`config.mk`:
```
export PLATFORM = sky130hd
export DESIGN_NAME = dbg_abs_cmd
export DESIGN_NICKNAME = d
export VERILOG_FILES = /design/src/rtl/dbg_abs_cmd.sv
export SDC_FILE = /design/constraint.sdc
export NUM_CORES = 1
export LEC_CHECK = 0
export ABC_CLOCK_PERIOD_IN_PS = 5550
export BUFFER_PORTS_ARGS = -buffer_cell sky130_fd_sc_hd__buf_4
export CAP_MARGIN = 30
export CORE_UTILIZATION = 30
export DETAILED_ROUTE_END_ITERATION = 12
export PLACE_DENSITY = 0.6
export SLEW_MARGIN = 40
export SYNTH_ARGS = -nofsm -noshare
export SYNTH_HDL_FRONTEND = slang
export SYNTH_SLANG_ARGS = --single-unit
```
`constraint.sdc`:
```
create_clock -name clk -period 5.55 [get_ports clk]
set_input_delay 1.11 -clock clk [delete_from_list [all_inputs] [get_ports clk]]
set_output_delay 1.11 -clock clk [all_outputs]
set_load 0.02 [all_outputs]
```
`src/rtl/dbg_abs_cmd.sv`:
```
// -----------------------------------------------------------------------------
// dbg_abs_cmd
// Debug-module abstract-command engine for RISC-V "Access Register" commands
// (cmdtype 0) against the 32-bit GPR file. Owns data0, busy and cmderr, and
// drives one GPR read or write per accepted command while the hart is halted.
//
// Optional feature macro: DBG_AAR_POSTINC_EN
//   defined   : postincrement=1 with transfer=1 bumps the stored regno by one
//               (16-bit wrap) in DONE after an error-free command.
//   undefined : postincrement bit is ignored; stored regno never changes.
// -----------------------------------------------------------------------------
module dbg_abs_cmd (
   input  logic        clk,
   input  logic        rstn,
   input  logic        cmd_wr,
   input  logic [31:0] cmd_in,
   input  logic        cmd_rerun,
   input  logic        data0_wr,
   input  logic [31:0] data0_in,
   output logic [31:0] data0_out,
   input  logic [2:0]  cmderr_clr,
   output logic        busy,
   output logic [2:0]  cmderr,
   input  logic        halted,
   output logic [4:0]  dbg_gpr_addr,
   output logic [31:0] dbg_gpr_in,
   output logic        dbg_gpr_rd,
   output logic        dbg_gpr_wr,
   input  logic [31:0] dbg_gpr_out
);

   typedef enum logic [1:0] {
      ST_IDLE = 2'd0,
      ST_EXEC = 2'd1,
      ST_DONE = 2'd2
   } state_t;

   localparam logic [2:0] ERR_NONE   = 3'd0;
   localparam logic [2:0] ERR_BUSY   = 3'd1;
   localparam logic [2:0] ERR_NOTSUP = 3'd2;
   localparam logic [2:0] ERR_EXCEPT = 3'd3;
   localparam logic [2:0] ERR_HALT   = 3'd4;

   // Acceptance checks in priority order; returns ERR_NONE when the command may run.
   function automatic logic [2:0] check_cmd(input logic [31:0] c, input logic hart_halted);
      logic [2:0] err;
      err = ERR_NONE;
      if (c[31:24] != 8'd0) begin
         err = ERR_NOTSUP;
      end else if (c[22:20] != 3'd2) begin
         err = ERR_NOTSUP;
      end else if (c[17] && ((c[15:0] < 16'h1000) || (c[15:0] > 16'h101F))) begin
         err = ERR_EXCEPT;
      end else if (!hart_halted) begin
         err = ERR_HALT;
      end else begin
         err = ERR_NONE;
      end
      return err;
   endfunction

   state_t      state_r, state_nxt_s;
   logic [31:0] cmd_r, cmd_nxt_s;
   logic [31:0] data0_r, data0_nxt_s;
   logic [2:0]  cmderr_r, cmderr_nxt_s;
   logic        busy_r;
   logic [4:0]  addr_r, addr_nxt_s;
   logic [31:0] gin_r, gin_nxt_s;
   logic        rd_r, rd_nxt_s;
   logic        wr_r, wr_nxt_s;

   logic        err_set_s;
   logic [2:0]  err_val_s;
   logic [2:0]  chk_s;
   logic        trig_s;
   logic        busy_ev_s;
   logic [31:0] sel_cmd_s;
   logic [31:0] data0_eff_s;

   assign trig_s      = cmd_wr | cmd_rerun;
   assign busy_ev_s   = cmd_wr | cmd_rerun | data0_wr;
   assign sel_cmd_s   = cmd_wr ? cmd_in : cmd_r;
   // data0 written in the same cycle as the command is the value the command sees
   assign data0_eff_s = data0_wr ? data0_in : data0_r;

   // Next-state, command sequencing and error detection.
   always_comb begin
      state_nxt_s = state_r;
      cmd_nxt_s   = cmd_r;
      data0_nxt_s = data0_r;
      addr_nxt_s  = addr_r;
      gin_nxt_s   = gin_r;
      rd_nxt_s    = 1'b0;
      wr_nxt_s    = 1'b0;
      err_set_s   = 1'b0;
      err_val_s   = ERR_NONE;
      chk_s       = ERR_NONE;

      case (state_r)
         ST_IDLE: begin
            data0_nxt_s = data0_eff_s;
            if (trig_s && (cmderr_r == ERR_NONE)) begin
               cmd_nxt_s = sel_cmd_s;
               chk_s     = check_cmd(sel_cmd_s, halted);
               if (chk_s != ERR_NONE) begin
                  err_set_s = 1'b1;
                  err_val_s = chk_s;
               end else begin
                  state_nxt_s = ST_EXEC;
                  if (sel_cmd_s[17]) begin
                     addr_nxt_s = sel_cmd_s[4:0];
                     if (sel_cmd_s[16]) begin
                        wr_nxt_s  = 1'b1;
                        gin_nxt_s = data0_eff_s;
                     end else begin
                        rd_nxt_s  = 1'b1;
                     end
                  end else begin
                     addr_nxt_s = addr_r;
                  end
               end
            end else begin
               cmd_nxt_s = cmd_r;
            end
         end

         ST_EXEC: begin
            state_nxt_s = ST_DONE;
            if (!halted) begin
               // hart dropped out of halt: strobes are already gated off, abandon the access
               err_set_s = 1'b1;
               err_val_s = ERR_HALT;
            end else if (busy_ev_s && (cmderr_r == ERR_NONE)) begin
               err_set_s = 1'b1;
               err_val_s = ERR_BUSY;
            end else begin
               err_set_s = 1'b0;
            end
            if (rd_r && halted) begin
               data0_nxt_s = dbg_gpr_out;
            end else begin
               data0_nxt_s = data0_r;
            end
         end

         ST_DONE: begin
            state_nxt_s = ST_IDLE;
            if (busy_ev_s && (cmderr_r == ERR_NONE)) begin
               err_set_s = 1'b1;
               err_val_s = ERR_BUSY;
            end else begin
               err_set_s = 1'b0;
            end
`ifdef DBG_AAR_POSTINC_EN
            if (cmd_r[19] && cmd_r[17] && (cmderr_r == ERR_NONE) && !err_set_s) begin
               cmd_nxt_s = {cmd_r[31:16], cmd_r[15:0] + 16'd1};
            end else begin
               cmd_nxt_s = cmd_r;
            end
`endif
         end

         default: begin
            state_nxt_s = ST_IDLE;
         end
      endcase

      // a newly raised error wins over a same-cycle clear
      if (err_set_s) begin
         cmderr_nxt_s = err_val_s;
      end else if (cmderr_clr != 3'd0) begin
         cmderr_nxt_s = cmderr_r & ~cmderr_clr;
      end else begin
         cmderr_nxt_s = cmderr_r;
      end
   end

   // State and datapath registers; reset abandons any in-flight access.
   always_ff @(posedge clk or negedge rstn) begin
      if (!rstn) begin
         state_r  <= ST_IDLE;
         cmd_r    <= 32'd0;
         data0_r  <= 32'd0;
         cmderr_r <= 3'd0;
         busy_r   <= 1'b0;
         addr_r   <= 5'd0;
         gin_r    <= 32'd0;
         rd_r     <= 1'b0;
         wr_r     <= 1'b0;
      end else begin
         state_r  <= state_nxt_s;
         cmd_r    <= cmd_nxt_s;
         data0_r  <= data0_nxt_s;
         cmderr_r <= cmderr_nxt_s;
         busy_r   <= (state_nxt_s != ST_IDLE);
         addr_r   <= addr_nxt_s;
         gin_r    <= gin_nxt_s;
         rd_r     <= rd_nxt_s;
         wr_r     <= wr_nxt_s;
      end
   end

   assign data0_out    = data0_r;
   assign busy         = busy_r;
   assign cmderr       = cmderr_r;
   assign dbg_gpr_addr = addr_r;
   assign dbg_gpr_in   = gin_r;
   // strobes drop the moment the hart leaves halt
   assign dbg_gpr_rd   = rd_r & halted;
   assign dbg_gpr_wr   = wr_r & halted;

endmodule
```
Word-level counts from Yosys, hierarchy flattened. Index checks and enable logic that the tools add are counted. Widths: inputs -> output; s select.

Register bits: 109. Word-level logic and storage cells: 76.

Order comparisons: 2. Equal/unequal tests: 4. Muxes and demuxes: 35. Bitwise operators: 7. Reductions and logical operators: 18.

Operator list (number): $mux 32 (3); $pmux 32 s2 (1); $mux 3 (11); $gt 16x13->1 const B (1); $lt 16x13->1 const B (1); $mux 1 (15); $pmux 3 s3 (1); $reduce_bool 8->1 (1); $reduce_bool 2->1 (3); $reduce_bool 3->1 (2); $reduce_and 5->1 (1); $logic_and 1x1->1 (4); $mux 2 (2); $pmux 2 s2 (1); $reduce_and 2->1 (2); $reduce_and 4->1 (1); $and 3x3->3 (1); $logic_not 3->1 (1); $ne 3x2->1 const B (1); $not 3->3 (1); $pmux 1 s3 (1); $reduce_and 3->1 (1); $and 1x1->1 (2); $eq 2x1->1 const B (1); other kinds (6) (7).

Depth between registers and ports, before layout. Gate-level depths: netlist of run 1.

Word-level depth: 14. Gate-level depth with buffers: 8. Depth with buffers taken out: 5.

Least setup slack after synthesis of run 1. OpenSTA, ideal clock, no wires.

Kind: input to output. From: input halted. To: output dbg_gpr_rd. Arrival time: 2.085 ns. Required time: 4.440 ns. Setup slack: 2.355 ns. Stages: 4. Buffers on the path: 3. Path through: clkbuf_1 -> and2_1 -> clkbuf_1 -> buf_1.

Word-level cells in the longest chain between the ends: 1.

Ends and longest elaborated chain: start, declared (RTL line 24) `input logic halted,`; $and 1x1->1 (RTL line 209) `assign dbg_gpr_rd = rd_r & halted;`; end, declared (RTL line 27) `output logic dbg_gpr_rd,`.

Every way passes these cells.

Worst setup path after layout of run 1. Same ends and word-level chain as after synthesis.

==> results of run 1 <==
[cells in the mapped netlist]
master,count
a21boi_4,1
a21oi_1,36
a31oi_1,1
a32oi_1,1
and2_1,2
and3_1,1
buf_1,2
buf_6,3
clkbuf_1,22
clkinv_1,1
dfrtp_1,106
inv_1,3
mux2_2,73
mux2_4,30
mux2i_1,1
nand2_1,7
nand2b_1,2
nand3_1,5
nand4_1,1
nand4_4,1
nor2_1,10
nor2b_1,1
nor3_1,3
nor3_4,1
nor3b_1,1
nor4_1,6
nor4b_1,3
nor4bb_1,1
o21ai_0,1
o21bai_1,1
o22ai_1,62
o2bb2ai_1,1
o311ai_0,1
o32ai_1,2
or2_2,2
or3_1,1
or3_4,1
[worst reg2reg max path: stages (launching register included)]
cell	delay, ps
dfrtp_1	410
or2_2	580
nor3_4	370
a21boi_4	340
nand4_4	330
buf_16	290
mux2_4	320
[through the flow]
step / total power (uW) / utilization / setup WS (ps) / instance area [um^2]
floorplan: 1269 / - / 2355 / 5020
global placement: 1431 / 0.4044 / 1873 / 6518
detailed placement: 1460 / 0.4082 / 2177 / 6578
CTS: 2116 / 0.4266 / 2178 / 6875
global route: 2200 / 0.4269 / 2114 / 6879
finish: 2086 / 0.4269 / 2175 / 6879
[logic make-up (layout without fill, tap and decap cells)]
kind of cell	count (synthesis)	in the layout	share of synthesized area
AND/OR/NAND/NOR	49	49	0.05908
multiplexers	104	104	0.2555
buffers and inverters	31	202	0.02767
flip-flops	106	106	0.5284
AO/OA/AOI/OAI	107	107	0.1294
[registers in the layout, summed over array words and instances, names as in the netlist]
| signal | flops |
|---|---|
| rd_r | 1 |
| dbg_gpr_addr | 5 |
| busy | 1 |
| cmderr | 3 |
| dbg_gpr_in | 32 |
| state_r | 2 |
| data0_out | 32 |
| wr_r | 1 |
| cmd_r | 29 |
[worst min path at each step]
stage,slack [ps],depth (start not counted),endpoint,from
after floorplan,470,1,cmd_r[12],cmd_r[12]
after global placement,480,1,cmd_r[17],cmd_r[17]
after detailed placement,490,1,cmd_r[12],cmd_r[12]
after CTS,510,1,cmd_r[21],cmd_r[21]
after global routing,530,1,cmd_r[21],cmd_r[21]
final,500,1,cmd_r[21],cmd_r[21]
[per-layer routing]
metal  vias up  track usage  part of all wire
met4         0      0.05362             0.012
met3        12      0.05826             0.075
met5         -            0                 0
li1       1847            -                 -
met2       142       0.2807              0.47
met1      1986       0.2134              0.44
[area by class of cell]
cell class | instances | area [um^2] | area share
tap | 216 | 270.3 | 0.03929
multi-input combinational | 260 | 2233 | 0.3247
sequential | 106 | 2653 | 0.3856
clock inverter | 4 | 51.30 | 0.007457
inverter | 4 | 15.01 | 0.002183
clock buffer | 12 | 246.5 | 0.03583
timing repair buffer | 182 | 1410 | 0.2050
[power groups by stage]
stage               clock (uW)  combinational, uW  sequential (uW)
CTS                        671                455              991
detailed placement           0                455             1010
finish                     647                448              990
floorplan                    0                255             1010
global placement             0                437              994
global route               701                491             1010
==> impl_metrics.env, run 1 <==
export IMPL_grt_start_max_net_pins=65
export IMPL_firstDrtPassIters=4
export IMPL_track_usage=0.1720
export IMPL_reg2reg_from="state_r[1]"
export IMPL_worst_pin_slew_ps=756.2
export IMPL_synth_fp_nets=502
export IMPL_power_internal_uw=1525
export IMPL_p_leak_uw=0.003265
export IMPL_p_seq_frac=0.475
export IMPL_path_class="in -> out"
export IMPL_diodes=0
export IMPL_initial_utilization=0.3115
export IMPL_rr_endpoint="dbg_gpr_in[23]"
export IMPL_power_density_mw_per_mm2=303.2
export IMPL_slew_limit_headroom=0.4959
export IMPL_cp_common_cell="buf_4"
export IMPL_postCtsSetupBuffers=0
export IMPL_drc=0
export IMPL_fin_setup_tns_ps=0
export IMPL_reg2reg_depth=6
export IMPL_critPathArrivalTime_ps=2270
export IMPL_synth_top_cell_area_share=0.5284
export IMPL_critical_path_startpoint="halted"
export IMPL_finalCritPeriodShare=0.6082
export IMPL_num_vias=3987
export IMPL_rsz0062_at_grt="false"
export IMPL_synth_area_leader_cell="dfrtp_1"
export IMPL_die_h_um=131.4
export IMPL_pin_count=180
export IMPL_clkLatencyLatePin_ps=350
export IMPL_startpoint_type="input port"
export IMPL_cts_sinks=106
export IMPL_port_buffers=176
export IMPL_fillers=1540
export IMPL_finalClockSkew_ps=6.437
export IMPL_row_count=46
export IMPL_hold_class="reg -> reg"
export IMPL_ctsHoldBuffers=0
export IMPL_cts_buffer_depth=2
export IMPL_worst_path_max_fanout=24
export IMPL_routed_wirelength_um=14290
export IMPL_hold_worst_slack_ps=504.7
export IMPL_ys_types=37
export IMPL_endpoint="dbg_gpr_rd"
export IMPL_layout_commonest_cell="buf_4"
export IMPL_power_frac_comb=0.215
export IMPL_grt_pass1_wl_um=23540
export IMPL_cts_tree="built"
export IMPL_finalWeightedCongestion=0.7960
export IMPL_grt_ovfl_total=0
export IMPL_grt_pass1_vias=4329
export IMPL_cp_end_kind="output pin"
export IMPL_post_route_cells_drive_above_1_share=0.5405
export IMPL_cts_resized=0
export IMPL_synth_area_top_cells="dfrtp_1, mux2_2, mux2_4"
export IMPL_slowest_stage="buf_4"
export IMPL_final_nets=668
export IMPL_die_area_mm2=0.01725
export IMPL_netSwitchingPower_uw=561.0
export IMPL_cts_root_buf="clkbuf_16"
export IMPL_worst_path_buf_inv=3
export IMPL_switching_share=0.2690
export IMPL_most_common_layout_cells="buf_4, dfrtp_1, mux2_2"
export IMPL_dp_cells=768
export IMPL_drv_cap=0
export IMPL_clkTransAtPathRegs_ps=70
export IMPL_htreeDepth=3
export IMPL_hold_violations=0
export IMPL_rrSetupSlack_ps=2790
export IMPL_antenna_left=0
export IMPL_synth_cells=397
export IMPL_antenna_found_initial=0
export IMPL_cp_top_family="buffers and inverters"
export IMPL_finalCriticalPeriod_ps=3375
export IMPL_path_cells="buf_4 -> and2_1 -> buf_4 -> buf_4"
export IMPL_setup_viol=0
export IMPL_core_mm2=0.01612
export IMPL_wl_per_cell_um=18.23
export IMPL_critPathMaxStageDelay_ps=400
export IMPL_ir_drop_mv=0.2336
export IMPL_area_growth_pct=37.04
export IMPL_numCtsBuffers=9
export IMPL_cp_required_ps=4440
export IMPL_yosysSeqAreaShare=0.5284
export IMPL_vias_per_cell=5.085
export IMPL_ys_seq_elements=106
export IMPL_stdcell_count=784
export IMPL_fmax_mhz=296.3
export IMPL_drt_iter0_drc=129
export IMPL_synth_area_mm2=0.005020
export IMPL_p_clk_frac=0.310
export IMPL_slew_viol_final=0
export IMPL_yosys_warnings=0
export IMPL_hpwl_um=10070
export IMPL_status="complete, no violations"
export IMPL_die_w_um=131.4
export IMPL_cp_depth=4
export IMPL_synth_avg_cell_area_um2=12.64
Power figures use the tool's default switching activity.
==> run 2: changes to the inputs <==
--- a/config.mk
+++ b/config.mk
@@ -5,12 +5,12 @@
 export SDC_FILE = /design/constraint.sdc
 export NUM_CORES = 1
 export LEC_CHECK = 0
-export ABC_CLOCK_PERIOD_IN_PS = 5550
+export ABC_CLOCK_PERIOD_IN_PS = 2900
 export BUFFER_PORTS_ARGS = -buffer_cell sky130_fd_sc_hd__buf_4
 export CAP_MARGIN = 30
 export CORE_UTILIZATION = 30
 export DETAILED_ROUTE_END_ITERATION = 12
-export PLACE_DENSITY = 0.6
+export PLACE_DENSITY = 0.62
 export SLEW_MARGIN = 40
 export SYNTH_ARGS = -nofsm -noshare
 export SYNTH_HDL_FRONTEND = slang
==> constraint.sdc (replaced) <==
create_clock -name clk -period 2.9 [get_ports clk]
set_input_delay 0.58 -clock clk [delete_from_list [all_inputs] [get_ports clk]]
set_output_delay 0.58 -clock clk [all_outputs]
set_load 0.02 [all_outputs]
==> run 2 against run 1 <==
Clock power grew 99%. Via count up 0.20%. Sequential power increased by 92%. Non-clock buffer count rose by 3. Critical endpoint is now dbg_gpr_addr[4]. Combinational power up 93%. Utilization increased by 0.054 points. Worst hold slack worse by 260 ps. Worst setup slack worse by 1600 ps. Clock skew increased by 2.0 ps.
==> impl_metrics.env, run 2 (synthesis gave the netlist of run 1 again) <==
export IMPL_numCtsBuffers=9
export IMPL_rr_endpoint="dbg_gpr_addr[4]"
export IMPL_multiInputGateArea_mm2=0.002228
export IMPL_drv_cap=0
export IMPL_grt_pass1_wl_um=23160
export IMPL_post_route_cells_drive_above_1_share=0.5395
export IMPL_critPathArrivalTime_ps=2600
export IMPL_finalCritPeriodShare=0.8183
export IMPL_finalWeightedCongestion=0.8244
export IMPL_place_ws_ps=404.8
export IMPL_final_seq_area_mm2=0.002653
export IMPL_area_growth_pct=37.21
export IMPL_clkLatencyLatePin_ps=350
export IMPL_worst_pin_slew_ps=602.8
export IMPL_firstDrtPassIters=5
export IMPL_worst_path_buf_inv=0
export IMPL_reg2reg_from="cmderr[0]"
export IMPL_finalCriticalPeriod_ps=2373
export IMPL_postCtsSetupBuffers=0
export IMPL_cts_buffer_depth=2
export IMPL_status="complete, no violations"
export IMPL_fmax_mhz=421.4
export IMPL_final_nets=671
export IMPL_setup_viol=0
export IMPL_most_common_layout_cells="buf_4, dfrtp_1, mux2_2"
export IMPL_cp_top_family="simple AND/OR/NAND/NOR gates"
export IMPL_cts_root_buf="clkbuf_16"
export IMPL_port_buffers=176
export IMPL_antenna_found_initial=0
export IMPL_die_area_mm2=0.01725
export IMPL_die_w_um=131.4
export IMPL_hold_violations=0
export IMPL_grt_start_max_net_pins=63
export IMPL_hpwl_um=9717
export IMPL_path_class="reg -> reg"
export IMPL_drt_iter0_drc=122
export IMPL_slew_limit_headroom=0.5981
export IMPL_slew_viol_final=0
export IMPL_htreeDepth=3
export IMPL_reg2reg_depth=5
export IMPL_clkTransAtPathRegs_ps=70
export IMPL_grt_ovfl_total=0
export IMPL_hold_class="in -> async"
export IMPL_ir_drop_mv=0.4512
export IMPL_path_cells="or3_4 -> nor3_4 -> a21boi_4 -> nand3_1 -> mux2_2"
export IMPL_cp_end_kind="flip-flop"
export IMPL_fin_setup_tns_ps=0
export IMPL_power_density_mw_per_mm2=587.7
export IMPL_slowest_stage="or3_4"
export IMPL_antenna_left=0
export IMPL_track_usage=0.1687
export IMPL_rsz0062_at_grt="false"
export IMPL_num_vias=3995
export IMPL_cp_required_ps=3130
export IMPL_cts_sinks=106
export IMPL_worst_path_max_fanout=7
export IMPL_final_core_utilization=0.4274
export IMPL_wl_per_cell_um=17.84
export IMPL_vias_per_cell=5.089
export IMPL_layout_commonest_cell="buf_4"
export IMPL_core_mm2=0.01612
export IMPL_p_leak_uw=0.003278
export IMPL_cts_tree="built"
export IMPL_fillers=1544
export IMPL_initial_utilization=0.3115
export IMPL_row_count=46
export IMPL_critPathMaxStageDelay_ps=430
export IMPL_ctsHoldBuffers=0
export IMPL_finalClockSkew_ps=8.460
export IMPL_rrSetupSlack_ps=530
export IMPL_pin_count=180
export IMPL_grt_pass1_vias=4311
export IMPL_cts_resized=0
export IMPL_startpoint_type="flip-flop"
export IMPL_die_h_um=131.4
export IMPL_routed_wirelength_um=14000
export IMPL_fin_ws_ps=526.9
export IMPL_drc=0
export IMPL_diodes=0
run 2: cell types whose count changed in the layout (fill, tap and decap cells not counted), sizes merged:
cell	change
buf	+3
bufinv	+1
clkbuf	-1
clkinv	-1
clkinvlp	-1
run 2: through the flow:
step           cell area [um^2]  std cells  hold slack (ps)  power, uW
3_5_place_dp               6580        771            486.9       2800
2_1_floorplan              5020        397            284.4       2430
5_1_grt                    6888        785            261.6       4258
6_report                   6888        785            240.1       4048
3_3_place_gp               6580        771            481.2       2742
4_1_cts                    6888        785            246.4       4114
run 2: final cells by class:
class,count,area share
clock inverters,3,0.009446
flip-flops and latches,106,0.3851
well taps,216,0.03924
inverters,4,0.002180
clock buffers,11,0.03524
repair buffers,185,0.2053
multi-input cells,260,0.3235
run 2: worst register-to-register path, stage by stage (launching register included):
cell	delay, ps
dfrtp_1	410
or3_4	430
nor3_4	320
a21boi_4	320
nand3_1	370
mux2_2	400
run 2: routing by layer:
metal | GRT usage | vias to the layer above | share of wire
met5 | 0 | - | 0
met4 | 0.04587 | 0 | 0.014
met3 | 0.06096 | 17 | 0.067
met2 | 0.2843 | 133 | 0.48
met1 | 0.2022 | 2005 | 0.43
li1 | - | 1840 | -
run 2: worst max-delay path by stage:
stage | startpoint | end | slack (ps) | depth (start not counted)
after detailed placement | cmd_in[6] | dbg_gpr_addr[4] | 400 | 6
after global routing | cmderr[0] | dbg_gpr_addr[4] | 440 | 5
after floorplan | cmderr[0] | dbg_gpr_in[0] | 740 | 6
final | cmderr[0] | dbg_gpr_addr[4] | 530 | 5
after CTS | cmderr[0] | dbg_gpr_addr[4] | 500 | 5
after global placement | cmd_in[6] | dbg_gpr_addr[2] | 440 | 6
run 2: power breakdown:
part           switching (uW)  total, uW  internal, uW
Clock                     517       1290           770
Sequential                159       1900          1740
Combinational             370        864           495
Total                    1050       4050          3000
==> run 3: changes to the inputs <==
--- a/config.mk
+++ b/config.mk
@@ -5,12 +5,13 @@
 export SDC_FILE = /design/constraint.sdc
 export NUM_CORES = 1
 export LEC_CHECK = 0
-export ABC_CLOCK_PERIOD_IN_PS = 2900
+export ABC_AREA = 1
+export ABC_CLOCK_PERIOD_IN_PS = 2100
 export BUFFER_PORTS_ARGS = -buffer_cell sky130_fd_sc_hd__buf_4
 export CAP_MARGIN = 30
 export CORE_UTILIZATION = 30
 export DETAILED_ROUTE_END_ITERATION = 12
-export PLACE_DENSITY = 0.62
+export PLACE_DENSITY = 0.61
 export SLEW_MARGIN = 40
 export SYNTH_ARGS = -nofsm -noshare
 export SYNTH_HDL_FRONTEND = slang
==> constraint.sdc (replaced) <==
create_clock -name clk -period 2.1 [get_ports clk]
set_input_delay 0.42 -clock clk [delete_from_list [all_inputs] [get_ports clk]]
set_output_delay 0.42 -clock clk [all_outputs]
set_load 0.02 [all_outputs]
==> run 3 against run 2 <==
Synthesized cell count increased by 75%. Non-clock buffer count increased by 27. Sequential share of layout area decreased by 3.0 points. Flip-flop and latch count unchanged. Total power increased by 41%. Cell area increased by 8.3%. Critical endpoint is now dbg_gpr_in[8]. Combinational power increased by 75%. Fmax increased by 24%.
==> impl_metrics.env, run 3 <==
export IMPL_status="complete, no violations"
export IMPL_synth_area_leader_cell="dfrtp_1"
export IMPL_cts_tree="built"
export IMPL_antenna_found_initial=0
export IMPL_postPlaceCellArea_mm2=0.007157
export IMPL_port_buffers=176
export IMPL_finalCritPeriodShare=0.9092
export IMPL_worst_path_max_fanout=42
export IMPL_worst_pin_slew_ps=426.9
export IMPL_finalClockSkew_ps=15.13
export IMPL_p_leak_uw=0.003855
export IMPL_grt_pass1_wl_um=24650
export IMPL_synth_most_common_cell="nand2_1"
export IMPL_ys_seq_elements=106
export IMPL_slew_viol_final=0
export IMPL_path_class="reg -> reg"
export IMPL_yosys_warnings=0
export IMPL_hpwl_um=11100
export IMPL_synthArstFlopShare=1.000
export IMPL_final_area_mm2=0.007460
export IMPL_cp_end_kind="flip-flop"
export IMPL_fin_ws_ps=190.7
export IMPL_die_h_um=135.7
export IMPL_hold_violations=0
export IMPL_hold_worst_slack_ps=330.4
export IMPL_final_nets=981
export IMPL_synth_area_mm2=0.005366
export IMPL_firstDrtPassIters=5
export IMPL_most_common_layout_cells="buf_4, nand2_1, dfrtp_1"
export IMPL_hold_class="in -> reg"
export IMPL_ys_top_cells_by_count="nand2_1, dfrtp_1, o21ai_0"
export IMPL_fin_setup_tns_ps=0
export IMPL_total_power_uw=5712
export IMPL_synth_edf_count=0
export IMPL_layout_commonest_cell="buf_4"
export IMPL_startpoint_type="flip-flop"
export IMPL_rsz0062_at_grt="false"
export IMPL_power_density_mw_per_mm2=765.8
export IMPL_cts_sinks=106
export IMPL_numCtsBuffers=9
export IMPL_grt_pass1_vias=4779
export IMPL_drc=0
export IMPL_slew_limit_headroom=0.7148
export IMPL_ir_drop_mv=0.4618
export IMPL_diodes=0
export IMPL_setup_viol=0
export IMPL_ys_flop_type="dfrtp_1"
export IMPL_yosysSeqAreaShare=0.4943
export IMPL_ys_types=32
export IMPL_finalCriticalPeriod_ps=1909
export IMPL_wl_per_cell_um=13.88
export IMPL_drv_cap=0
export IMPL_post_route_cells_drive_above_1_share=0.3031
export IMPL_antenna_left=0
export IMPL_cp_required_ps=2340
export IMPL_die_area_mm2=0.01843
export IMPL_num_vias=4978
export IMPL_clkLatencyLatePin_ps=360
export IMPL_routed_wirelength_um=15350
export IMPL_cts_root_buf="clkbuf_16"
export IMPL_synth_top_cell_area_share=0.4943
export IMPL_synth_area_top_cells="dfrtp_1, nand2_1, o21ai_0"
export IMPL_drt_iter0_drc=228
export IMPL_fmax_mhz=523.8
export IMPL_finalWeightedCongestion=0.7504
export IMPL_critPathArrivalTime_ps=2140
export IMPL_initial_utilization=0.3092
export IMPL_grt_start_max_net_pins=43
export IMPL_area_growth_pct=39.01
export IMPL_core_mm2=0.01736
export IMPL_pin_count=180
export IMPL_cts_buffer_depth=2
export IMPL_grt_ovfl_total=0
export IMPL_synth_cells=694
export IMPL_place_ws_ps=-84.47
export IMPL_track_usage=0.1727
export IMPL_die_w_um=135.7
export IMPL_synth_fp_nets=799
export IMPL_vias_per_cell=4.501
export IMPL_clkTransAtPathRegs_ps=70
export IMPL_htreeDepth=3
export IMPL_synth_avg_cell_area_um2=7.733
export IMPL_row_count=48
==> run 3: changes by cell type in the layout (fill, tap and decap cells not counted), moves of 30 or more <==
cell,before,now
o22ai_1,62,5
nor2_1,10,82
nor3_1,3,34
inv_1,3,88
mux2_4,30,0
nand2_1,7,142
mux2_2,73,0
a21oi_1,36,5
o21ai_0,1,101
==> run 3: critical path, stage by stage (launching register included) <==
cell,delay [ps]
dfrtp_1,400
nor3_2,290
nand4_2,190
nor2_1,260
nand4_4,170
buf_12,210
nor3_1,160
nor2_1,70
==> run 3: timing repair <==
action	CTS	global route
hold endpoints to repair	21	0
setup endpoints to repair	0	37
buffers inserted	0	0
resized for setup	0	1
hold buffers	1	0
==> run 3: final timing paths <==
| kind | start | endpoint | slack, ps | cells past startpoint |
|---|---|---|---|---|
| setup / recovery | cmderr[0] | dbg_gpr_in[8] | 190 | 7 |
| hold reg to reg | cmd_r[28] | cmd_r[28] | 490 | 2 |
| min in group asynchronous | rstn | cmd_r[0] | 530 | 2 |
| hold / removal | cmderr_clr[0] | cmderr[0] | 330 | 4 |
| setup reg to reg | cmderr[0] | dbg_gpr_in[8] | 190 | 7 |
| max in group asynchronous | rstn | cmderr[2] | 1020 | 3 |
==> run 3: routing by layer <==
metal / track usage / up-vias / wire length [um]
met2: 0.2809 / 99 / 7315
met1: 0.2304 / 2285 / 7073
met3: 0.02656 / 15 / 666
met5: 0 / - / 0
met4: 0.06492 / 0 / 290
li1: - / 2579 / -
==> run 3: cells by family (layout without fill, tap and decap cells) <==
group,after synthesis,in the layout,share of synthesized area
mux,1,1,0.002564
simple gates,308,308,0.2492
buf+inv,132,319,0.1005
flops,106,106,0.4943
compound gates,147,147,0.1534
==> run 3: power by group <==
part           total (uW)  internal [uW]  switching, uW
Clock                1650            851            799
Combinational        1510            632            876
Sequential           2550           2380            170
==> run 3: cell type report <==
class	count	area, um^2
Clock buffer	10	239.0
Multi-Input combinational cell	456	2202
Sequential cell	106	2653
Tap cell	225	281.5
Timing Repair Buffer	212	1694
Clock inverter	6	48.80
Fill cell	1812	9897
Inverter	91	341.6
==> run 3: metrics by stage <==
stage / utilization / cells
3_3_place_gp: 0.4123 / 1089
2_1_floorplan: - / 694
4_1_cts: 0.4295 / 1106
3_5_place_dp: 0.4123 / 1089
5_1_grt: 0.4298 / 1106
6_report: 0.4298 / 1106
